## src/rtl/sram_port_arbiter_if.sv

```systemverilog
// Requester and SRAM-pin bundle for sram_port_arbiter.
// The slave modport is the arbiter; the master modport is the requesters plus the SRAM device.
interface sram_port_arbiter_if;
    logic        i_wr_req;
    logic [19:0] i_wr_addr;
    logic [15:0] i_wr_data;
    logic        o_wr_ack;
    logic        i_rd_req;
    logic [19:0] i_rd_addr;
    logic [15:0] o_rd_data;
    logic        o_rd_valid;
    logic [19:0] o_SRAM_ADDR;
    logic [15:0] i_SRAM_DQ;
    logic [15:0] o_SRAM_DQ;
    logic        o_SRAM_DQ_oe;
    logic        o_SRAM_WE_N;
    logic        o_SRAM_OE_N;
    logic        o_SRAM_CE_N;
    logic        o_busy;

    modport slave (
        input  i_wr_req, i_wr_addr, i_wr_data, i_rd_req, i_rd_addr, i_SRAM_DQ,
        output o_wr_ack, o_rd_data, o_rd_valid, o_SRAM_ADDR, o_SRAM_DQ, o_SRAM_DQ_oe,
               o_SRAM_WE_N, o_SRAM_OE_N, o_SRAM_CE_N, o_busy
    );

    modport master (
        output i_wr_req, i_wr_addr, i_wr_data, i_rd_req, i_rd_addr, i_SRAM_DQ,
        input  o_wr_ack, o_rd_data, o_rd_valid, o_SRAM_ADDR, o_SRAM_DQ, o_SRAM_DQ_oe,
               o_SRAM_WE_N, o_SRAM_OE_N, o_SRAM_CE_N, o_busy
    );
endinterface

```

## src/rtl/sram_port_arbiter.sv

```systemverilog
// Two-port (writer/reader) arbiter driving an asynchronous SRAM with fully registered strobes.
// Define SRAM_ARB_RR_EN to alternate ties between requesters; otherwise the reader always wins ties.
module sram_port_arbiter #(
    parameter int unsigned WR_PULSE_CYC = 1
) (
    input  logic                  i_bclk,
    input  logic                  i_rst,
    sram_port_arbiter_if.slave    io_bus
);

    typedef enum logic [2:0] {
        IDLE, WR_SETUP, WR_PULSE, WR_HOLD, RD_ADDR, RD_SAMPLE
    } state_t;

    localparam logic [3:0] PULSE_LAST = 4'(WR_PULSE_CYC - 1);

    state_t      r_state;
    logic [3:0]  r_pulse_cnt;
    logic        r_wr_pend;
    logic [19:0] r_addr;
    logic [15:0] r_dq;
    logic        r_dq_oe;
    logic        r_we_n;
    logic        r_oe_n;
    logic        r_ce_n;
    logic        r_wr_ack;
    logic        r_rd_valid;
    logic [15:0] r_rd_data;
    logic        r_busy;

    logic        w_wr_req;
    logic        w_grant_rd;

    // A writer still requesting in its ack cycle is remembered so the request survives WR_HOLD.
    assign w_wr_req = io_bus.i_wr_req | r_wr_pend;

`ifdef SRAM_ARB_RR_EN
    logic r_last_rd;
    assign w_grant_rd = io_bus.i_rd_req & (~w_wr_req | ~r_last_rd);
`else
    assign w_grant_rd = io_bus.i_rd_req;
`endif

    // NOTE: every register here uses <= so all branches see the pre-edge values.
    always_ff @(posedge i_bclk or negedge i_rst) begin
        if (!i_rst) begin
            r_state     <= IDLE;
            r_pulse_cnt <= '0;
            r_wr_pend   <= 1'b0;
            r_addr      <= '0;
            r_dq        <= '0;
            r_dq_oe     <= 1'b0;
            r_we_n      <= 1'b1;
            r_oe_n      <= 1'b1;
            r_ce_n      <= 1'b1;
            r_wr_ack    <= 1'b0;
            r_rd_valid  <= 1'b0;
            r_rd_data   <= '0;
            r_busy      <= 1'b0;
`ifdef SRAM_ARB_RR_EN
            r_last_rd   <= 1'b1;
`endif
        end else begin
            r_wr_ack   <= 1'b0;
            r_rd_valid <= 1'b0;
            case (r_state)
                IDLE: begin
                    if (w_grant_rd) begin
                        r_state <= RD_ADDR;
                        r_addr  <= io_bus.i_rd_addr;
                        r_ce_n  <= 1'b0;
                        r_oe_n  <= 1'b0;
                        r_dq_oe <= 1'b0;
                        r_busy  <= 1'b1;
`ifdef SRAM_ARB_RR_EN
                        r_last_rd <= 1'b1;
`endif
                    end else if (w_wr_req) begin
                        r_state   <= WR_SETUP;
                        r_addr    <= io_bus.i_wr_addr;
                        r_dq      <= io_bus.i_wr_data;
                        r_ce_n    <= 1'b0;
                        r_dq_oe   <= 1'b1;
                        r_busy    <= 1'b1;
                        r_wr_pend <= 1'b0;
`ifdef SRAM_ARB_RR_EN
                        r_last_rd <= 1'b0;
`endif
                    end
                end
                WR_SETUP: begin
                    r_state     <= WR_PULSE;
                    r_we_n      <= 1'b0;
                    r_pulse_cnt <= PULSE_LAST;
                end
                WR_PULSE: begin
                    if (r_pulse_cnt == 4'd0) begin
                        r_state  <= WR_HOLD;
                        r_we_n   <= 1'b1;
                        r_wr_ack <= 1'b1;
                    end else begin
                        r_pulse_cnt <= r_pulse_cnt - 4'd1;
                    end
                end
                WR_HOLD: begin
                    r_state   <= IDLE;
                    r_ce_n    <= 1'b1;
                    r_dq_oe   <= 1'b0;
                    r_busy    <= 1'b0;
                    r_wr_pend <= io_bus.i_wr_req;
                end
                RD_ADDR: begin
                    r_state <= RD_SAMPLE;
                end
                RD_SAMPLE: begin
                    r_state    <= IDLE;
                    r_rd_data  <= io_bus.i_SRAM_DQ;
                    r_rd_valid <= 1'b1;
                    r_ce_n     <= 1'b1;
                    r_oe_n     <= 1'b1;
                    r_busy     <= 1'b0;
                end
                default: r_state <= IDLE;
            endcase
        end
    end

    assign io_bus.o_wr_ack     = r_wr_ack;
    assign io_bus.o_rd_valid   = r_rd_valid;
    assign io_bus.o_rd_data    = r_rd_data;
    assign io_bus.o_SRAM_ADDR  = r_addr;
    assign io_bus.o_SRAM_DQ    = r_dq;
    assign io_bus.o_SRAM_DQ_oe = r_dq_oe;
    assign io_bus.o_SRAM_WE_N  = r_we_n;
    assign io_bus.o_SRAM_OE_N  = r_oe_n;
    assign io_bus.o_SRAM_CE_N  = r_ce_n;
    assign io_bus.o_busy       = r_busy;

endmodule

```

## src/flat_wrapper.sv

```systemverilog
// flat-port wrapper written by rule: the top's interface ports become plain ports
module sram_port_arbiter_flat 
#(
    parameter int unsigned WR_PULSE_CYC = 1
)
  (i_bclk, i_rst, io_bus_i_wr_req, io_bus_i_wr_addr, io_bus_i_wr_data, io_bus_i_rd_req, io_bus_i_rd_addr, io_bus_i_SRAM_DQ, io_bus_o_wr_ack, io_bus_o_rd_data, io_bus_o_rd_valid, io_bus_o_SRAM_ADDR, io_bus_o_SRAM_DQ, io_bus_o_SRAM_DQ_oe, io_bus_o_SRAM_WE_N, io_bus_o_SRAM_OE_N, io_bus_o_SRAM_CE_N, io_bus_o_busy);
  sram_port_arbiter_if io_bus_i ();
  input  logic i_bclk;
  input  logic i_rst;
  input wire logic [$bits(io_bus_i.i_wr_req)-1:0] io_bus_i_wr_req;
  input wire logic [$bits(io_bus_i.i_wr_addr)-1:0] io_bus_i_wr_addr;
  input wire logic [$bits(io_bus_i.i_wr_data)-1:0] io_bus_i_wr_data;
  input wire logic [$bits(io_bus_i.i_rd_req)-1:0] io_bus_i_rd_req;
  input wire logic [$bits(io_bus_i.i_rd_addr)-1:0] io_bus_i_rd_addr;
  input wire logic [$bits(io_bus_i.i_SRAM_DQ)-1:0] io_bus_i_SRAM_DQ;
  output wire logic [$bits(io_bus_i.o_wr_ack)-1:0] io_bus_o_wr_ack;
  output wire logic [$bits(io_bus_i.o_rd_data)-1:0] io_bus_o_rd_data;
  output wire logic [$bits(io_bus_i.o_rd_valid)-1:0] io_bus_o_rd_valid;
  output wire logic [$bits(io_bus_i.o_SRAM_ADDR)-1:0] io_bus_o_SRAM_ADDR;
  output wire logic [$bits(io_bus_i.o_SRAM_DQ)-1:0] io_bus_o_SRAM_DQ;
  output wire logic [$bits(io_bus_i.o_SRAM_DQ_oe)-1:0] io_bus_o_SRAM_DQ_oe;
  output wire logic [$bits(io_bus_i.o_SRAM_WE_N)-1:0] io_bus_o_SRAM_WE_N;
  output wire logic [$bits(io_bus_i.o_SRAM_OE_N)-1:0] io_bus_o_SRAM_OE_N;
  output wire logic [$bits(io_bus_i.o_SRAM_CE_N)-1:0] io_bus_o_SRAM_CE_N;
  output wire logic [$bits(io_bus_i.o_busy)-1:0] io_bus_o_busy;
  assign io_bus_i.i_wr_req = io_bus_i_wr_req;
  assign io_bus_i.i_wr_addr = io_bus_i_wr_addr;
  assign io_bus_i.i_wr_data = io_bus_i_wr_data;
  assign io_bus_i.i_rd_req = io_bus_i_rd_req;
  assign io_bus_i.i_rd_addr = io_bus_i_rd_addr;
  assign io_bus_i.i_SRAM_DQ = io_bus_i_SRAM_DQ;
  assign io_bus_o_wr_ack = io_bus_i.o_wr_ack;
  assign io_bus_o_rd_data = io_bus_i.o_rd_data;
  assign io_bus_o_rd_valid = io_bus_i.o_rd_valid;
  assign io_bus_o_SRAM_ADDR = io_bus_i.o_SRAM_ADDR;
  assign io_bus_o_SRAM_DQ = io_bus_i.o_SRAM_DQ;
  assign io_bus_o_SRAM_DQ_oe = io_bus_i.o_SRAM_DQ_oe;
  assign io_bus_o_SRAM_WE_N = io_bus_i.o_SRAM_WE_N;
  assign io_bus_o_SRAM_OE_N = io_bus_i.o_SRAM_OE_N;
  assign io_bus_o_SRAM_CE_N = io_bus_i.o_SRAM_CE_N;
  assign io_bus_o_busy = io_bus_i.o_busy;
  sram_port_arbiter #(.WR_PULSE_CYC(WR_PULSE_CYC)) u_core (.i_bclk(i_bclk), .i_rst(i_rst), .io_bus(io_bus_i));
endmodule
```

## config.mk

```make
export PLATFORM = sky130hd
export DESIGN_NAME = sram_port_arbiter_flat
export DESIGN_NICKNAME = d
export VERILOG_FILES = /design/src/rtl/sram_port_arbiter_if.sv /design/src/rtl/sram_port_arbiter.sv /design/src/flat_wrapper.sv
export SDC_FILE = /design/constraint.sdc
export NUM_CORES = 1
export LEC_CHECK = 0
export BUFFER_PORTS_ARGS = -buffer_cell sky130_fd_sc_hd__buf_2
export CORE_ASPECT_RATIO = 2
export CORE_MARGIN = 8
export CORE_UTILIZATION = 30
export DETAILED_ROUTE_END_ITERATION = 10
export GPL_TIMING_DRIVEN = 1
export SYNTH_ARGS = -nofsm -noshare
export SYNTH_HDL_FRONTEND = slang
export SYNTH_SLANG_ARGS = --single-unit
```

## constraint.sdc

```tcl
create_clock -name i_bclk -period 1.5 [get_ports i_bclk]
set_input_delay 0.375 -clock i_bclk [delete_from_list [all_inputs] [get_ports i_bclk]]
set_output_delay 0.375 -clock i_bclk [all_outputs]
set_load 0.01 [all_outputs]
```

======== After elaboration in Yosys (flattened, before gate mapping) ========
Cells that the tools add are included.
Widths: inputs -> output; s select.
storage, ports and cells
  bits in registers ....................... 67
  input port bits ......................... 76
  output and inout bits ................... 59
cells by class
  add/sub/neg operators ................... 1
  equality and inequality tests ........... 11
  multiplexer cells ....................... 25
  bitwise gates (word level) .............. 2
  reduce and logical (&&, ||, !) cells .... 17
operator list
  operator             number
  $mux 20              2
  $reduce_and 2->1     7
  $pmux 1 s2           6
  $pmux 3 s4           1
  $mux 1               11
  $reduce_bool 2->1    5
  $mux 3               3
  $pmux 4 s2           1
  $eq 3x2->1 const B   2
  $eq 3x3->1 const B   2
  $ne 2x2->1 const B   3
  $reduce_and 3->1     2
  $logic_not 4->1      1
  $mux 4               1
  $ne 2x1->1 const B   2
  $sub 4x1->4 const B  1
  $eq 3x1->1 const B   1
  $logic_not 3->1      1
  $ne 3x2->1 const B   1
  $reduce_or 2->1      1
  $not 1->1            1
  $or 1x1->1           1

======== Longest topological paths before layout ========
  depth in word-level cells ............... 4
  depth in mapped cells ................... 5
  mapped depth without buffers ............ 5

======== Least setup slack after synthesis ========
OpenSTA, ideal clock, no wires.
  path type ............................... input-to-reg
  start point ............................. input io_bus_i_rd_req
  end point ............................... register u_core.r_dq[10] (netlist: u_core.io_bus.o_SRAM_DQ[10])
  arrival time ............................ 1497 ps
  required time ........................... 1375 ps
  slack ................................... -122 ps
  stages .................................. 5
  path through ............................ buf_6 o21bai_4 nor4_4 buf_6 mux2_2
on the way
  word-level cells in the longest chain between the ends .. 2
ends and longest elaborated chain
  element                     line                     text
  start, declared             flat_wrapper.sv:13       input wire logic [$bits(io_bus_i.i_rd_req)-1:0] io_bus_i_rd_req;
  $not 1->1 (no line)         --
  $reduce_and 3->1 (no line)  --
  end signal, assigned        sram_port_arbiter.sv:81  r_dq <= io_bus.i_wr_data;
  end, declared               sram_port_arbiter.sv:21  logic [15:0] r_dq;
Every way passes these cells.
A chain may end at the register's enable or synchronous reset.

======== Worst setup path in the final report ========
  start point ............................. register u_core.r_state[2]
  end point ............................... register u_core.r_dq[14] (netlist: u_core.io_bus.o_SRAM_DQ[14])
on the way
  word-level cells in the longest chain between the ends .. 2
ends and longest elaborated chain
  element                     line                     text
  start, declared             sram_port_arbiter.sv:17  state_t r_state;
  start signal, assigned      sram_port_arbiter.sv:47  r_state <= IDLE;
  start signal, assigned      sram_port_arbiter.sv:69  r_state <= RD_ADDR;
  start signal, assigned      sram_port_arbiter.sv:79  r_state <= WR_SETUP;
  $logic_not 3->1             sram_port_arbiter.sv:66  case (r_state)
  $reduce_and 3->1 (no line)  --
Every way passes these cells.

==> impl_results.html <==
<table>
<tr><th>Metric</th><th>Value</th></tr>
<tr><th colspan="2">STA</th></tr>
<tr><td>Final period demand of the worst path</td><td>1540 ps</td></tr>
<tr><td>Max Freq</td><td>0.650 GHz</td></tr>
<tr><td>Final hold violations</td><td>0</td></tr>
<tr><td>Max Slew Vio Count</td><td>0</td></tr>
<tr><td>RSZ-0062 raised after global routing</td><td>true</td></tr>
<tr><td>Final worst path period share</td><td>103%</td></tr>
<tr><td>Transition time at the pin with the least slew margin</td><td>373 ps</td></tr>
<tr><td>Finish-stage setup viols</td><td>13</td></tr>
<tr><td>Relative slew margins</td><td>75.1%</td></tr>
<tr><td>Setup Total Neg Slack</td><td>-353 ps</td></tr>
<tr><td>Fin Clk Skew</td><td>8.12 ps</td></tr>
<tr><td>Worst Hold Margin</td><td>approximately 60 ps</td></tr>
<tr><td>Setup slack of the critical path after layout</td><td>-37.9 ps</td></tr>
<tr><th colspan="2">Yosys</th></tr>
<tr><td>Mapped Avg Cell Area</td><td>roughly 14 sq um</td></tr>
<tr><td>Number of flops mapped to enable cells by yosys</td><td>0</td></tr>
<tr><td>Sequential area share after synthesis</td><td>between 50 and 60%</td></tr>
<tr><td>Most frequent cell after synthesis</td><td>mux2_2</td></tr>
<tr><td>Warnings from Yosys</td><td>0</td></tr>
<tr><td>Gate Count Post-Synth</td><td>213</td></tr>
<tr><td>Top cells by count, synth</td><td>70 x mux2_2, 64 x dfrtp_1, 7 x inv_1</td></tr>
<tr><td>Flip-flop cell with the highest count after synthesis</td><td>dfrtp_1</td></tr>
<tr><td>Post-synth cell types</td><td>34</td></tr>
<tr><td>Post-synth top area cell</td><td>dfrtp_1</td></tr>
<tr><td>Post-synthesis instance area</td><td>3000 sq um</td></tr>
<tr><td>Cells taking the most area after synthesis</td><td>dfrtp_1 53%, mux2_2 26%, dfstp_2 2.6%</td></tr>
<tr><td>Number of nets produced by synthesis</td><td>291</td></tr>
<tr><td>Fraction of synthesis flops using an asynchronous set or reset pin</td><td>100%</td></tr>
<tr><td>FF+latch count, synth</td><td>67</td></tr>
<tr><td>Top-area cell type share of the netlist area</td><td>roughly 53%</td></tr>
<tr><th colspan="2">Setup path</th></tr>
<tr><td>Critical path endpoint category</td><td>register</td></tr>
<tr><td>WP data arrival</td><td>1740 ps</td></tr>
<tr><td>Worst setup SP type</td><td>register</td></tr>
<tr><td>Max Fanout on Critical Path</td><td>8</td></tr>
<tr><td>Data required time at the worst endpoint</td><td>1700 ps</td></tr>
<tr><td>R2r worst-path depth</td><td>5</td></tr>
<tr><td>CP Class</td><td>register to register</td></tr>
<tr><th colspan="2">Floorplanning</th></tr>
<tr><td>Standard cell core area</td><td>roughly 9700 sq um</td></tr>
<tr><td>I/O pin count</td><td>between 100 and 150</td></tr>
<tr><td>Area of the die</td><td>13600 sq um</td></tr>
<tr><td>Horizontal die dimension</td><td>86.7 microns</td></tr>
<tr><td>Starting utilization of the core area</td><td>30.9%</td></tr>
<tr><td>Die H</td><td>157 microns</td></tr>
<tr><td>Number of placement rows</td><td>51</td></tr>
<tr><th colspan="2">Cells and area</th></tr>
<tr><td>Sequential cell area in the final layout</td><td>approximately 1700 sq um</td></tr>
<tr><td>Final layout net count</td><td>447</td></tr>
<tr><td>Total inserted antenna cells</td><td>0</td></tr>
<tr><td>Area delta synth-&gt;final</td><td>47.0%</td></tr>
<tr><td>Number of filler cells placed in the layout</td><td>950</td></tr>
<tr><td>Number of standard cells in the final layout excluding fillers</td><td>506</td></tr>
<tr><td>Finished layout cell area</td><td>4400 sq um</td></tr>
<tr><td>Area taken by multi-input logic gates</td><td>1320 sq um</td></tr>
<tr><td>Layout cells sized above 1</td><td>between 70 and 80%</td></tr>
<tr><th colspan="2">GRT</th></tr>
<tr><td>Largest net degree at the start of global routing</td><td>68</td></tr>
<tr><td>First-pass GRT wire length</td><td>12.8 mm</td></tr>
<tr><td>Remaining Overflow, GRT</td><td>0</td></tr>
<tr><td>Number of antenna violations at the first check in global routing</td><td>0</td></tr>
<tr><td>Total Routing Usage GR</td><td>12.3%</td></tr>
<tr><td>Via count of the first global-routing pass</td><td>2528</td></tr>
<tr><th colspan="2">Clock network</th></tr>
<tr><td>Hold buffer count at CTS</td><td>0</td></tr>
<tr><td>Clock edge transition at the registers on the reported setup and hold paths</td><td>~50 ps</td></tr>
<tr><td>Clock tree root buffer cell</td><td>clkbuf_16</td></tr>
<tr><td>Sinks on Clock Net</td><td>67</td></tr>
<tr><td>Inserted Clock Buffers</td><td>9</td></tr>
<tr><td>TritonCTS clock tree</td><td>yes</td></tr>
<tr><td>Bufs on Longest Clock Path</td><td>2</td></tr>
<tr><td>CTS H-tree depth</td><td>3</td></tr>
<tr><td>Clock latency reported for the late side of the worst-skew pair</td><td>~320 ps</td></tr>
<tr><th colspan="2">Pwr</th></tr>
<tr><td>Worst-case vdd ir drop</td><td>between 0.0008 and 0.0009 V</td></tr>
<tr><td>Power per cell area</td><td>2050 nW/um^2</td></tr>
<tr><td>Leakage power of the design</td><td>2.14 nW</td></tr>
<tr><td>Post-layout total power</td><td>9.04 mW</td></tr>
<tr><th colspan="2">Job</th></tr>
<tr><td>Max cap viols</td><td>0</td></tr>
<tr><th colspan="2">Routing</th></tr>
<tr><td>Number of nets with antenna violations after detailed routing</td><td>0</td></tr>
<tr><td>First-pass DRT Iterations</td><td>4</td></tr>
<tr><td>Post-detailed-route DRC marker count</td><td>0</td></tr>
<tr><td>Avg WL per Cell</td><td>16.9 microns</td></tr>
<tr><td>Initial drt markers</td><td>129</td></tr>
<tr><td>Post-DR vias/cell</td><td>about 4.5</td></tr>
<tr><td>Total via count after detailed routing</td><td>2263</td></tr>
<tr><td>Routed Wire Length</td><td>8.56 mm</td></tr>
<tr><th colspan="2">Placement</th></tr>
<tr><td>Post-place instance area</td><td>3960 sq um</td></tr>
<tr><td>Number of port buffers</td><td>between 100 and 150</td></tr>
<tr><td>Half-perimeter wire length of the detailed placement result</td><td>6.47 mm</td></tr>
<tr><td>Final RePlAce weighted congestion</td><td>0.854</td></tr>
<tr><td>Number of cells in the design after placement</td><td>approximately 490</td></tr>
<tr><th colspan="2">Outcome</th></tr>
<tr><td>Failing checks</td><td>negative setup slack</td></tr>
<tr><td>Result of the run</td><td>finished, violations left</td></tr>
<tr><th colspan="2">Hold path</th></tr>
<tr><td>Path class of the lowest-slack min-delay path</td><td>input pin to async pin</td></tr>
</table>
[worst max-delay path: stages (launching register included)]
cell       delay (ps)
dfrtp_1           410
buf_6             140
nor4_4            230
buf_4             180
clkbuf_16         170
mux2_4            300
[flip-flops by register name, indices dropped and copies added (netlist names)]
signal and count:
u_core.io_bus.o_SRAM_ADDR 20, u_core.io_bus.o_SRAM_CE_N 1, u_core.io_bus.o_SRAM_DQ 16, u_core.io_bus.o_SRAM_DQ_oe 1
u_core.io_bus.o_SRAM_OE_N 1, u_core.io_bus.o_SRAM_WE_N 1, u_core.io_bus.o_busy 1, u_core.io_bus.o_rd_data 16
u_core.io_bus.o_rd_valid 1, u_core.io_bus.o_wr_ack 1, u_core.r_pulse_cnt 4, u_core.r_state 3
u_core.r_wr_pend 1
[path summary, 6_finish.rpt]
path                                       from                             to  slack, ps
max reg2reg                   u_core.r_state[2]    u_core.io_bus.o_SRAM_DQ[14]        -40
max                           u_core.r_state[2]    u_core.io_bus.o_SRAM_DQ[14]        -40
min in group i_bclk        io_bus_i_wr_data[12]    u_core.io_bus.o_SRAM_DQ[12]        280
min                                       i_rst  u_core.io_bus.o_SRAM_ADDR[19]         60
min reg2reg                u_core.io_bus.o_busy           u_core.io_bus.o_busy        480
max in group asynchronous                 i_rst      u_core.io_bus.o_SRAM_CE_N       1100
[through the flow]
step / setup slack, ps / utilization, %
3_5_place_dp: -89.2 / 40.8
2_1_floorplan: -122 / -
5_1_grt: -94.5 / 45.4
4_1_cts: -30.9 / 44.0
3_3_place_gp: -86.6 / 40.8
6_report: -37.9 / 45.4
[routing by layer]
metal	routed length [microns]	GRT usage [%]
met1	2850	11.2
met4	210	7.44
met5	0	0
met3	314	2.87
met2	5190	23.6
[area by class of cell]
class / instances / share of cell area, %
inverters: 7 / 0.653
well taps: 132 / 3.75
flip-flops and latches: 67 / 38.2
multi-input cells: 127 / 29.9
clock inverters: 5 / 1.22
repair buffers: 157 / 20.9
clock buffers: 11 / 5.28
[cells in the final DEF (no fill, tap or decap), types with 3 or more instances in the layout]
cell type  Yosys  layout
nand3_1        4       3
or4_1          6       4
buf_4          1      15
o211ai_1       3       3
nand2b_1       5       5
inv_1          7       5
mux2_4         0      14
mux2_2        70      58
buf_12         0       4
dfrtp_2        0       3
buf_6          4       3
nor2b_1        5       5
o31ai_1        3       3
buf_2          2     134
o21ai_0        6       6
clkbuf_16      0      10
dfstp_2        3       3
dfrtp_1       64      61
clkinv_2       0       3
[where the power goes]
part / switching, mW / internal, mW
sequential: 0.454 / 2.71
combinational: 1.74 / 2.10
clock: 0.744 / 1.28
total: 2.94 / 6.09
[cell families (layout without fill, tap and decap cells)]
group,count (synthesis),count (layout),synth area share (%)
fa+ha+maj,2,2,0.835
buf+inv,19,180,3.59
simple gates,30,30,6.60
mux,72,72,27.1
flops,67,67,56.1
compound gates,23,23,5.81
[repair_timing]
item | 4_1_cts | 5_1_grt
buffers inserted | 1 | 1
gates cloned | 0 | 1
endpoints found under the setup margin | 40 | 58
gates resized for setup | 8 | 26
pin swaps | 3 | 5
Power figures use the tool's default switching activity.
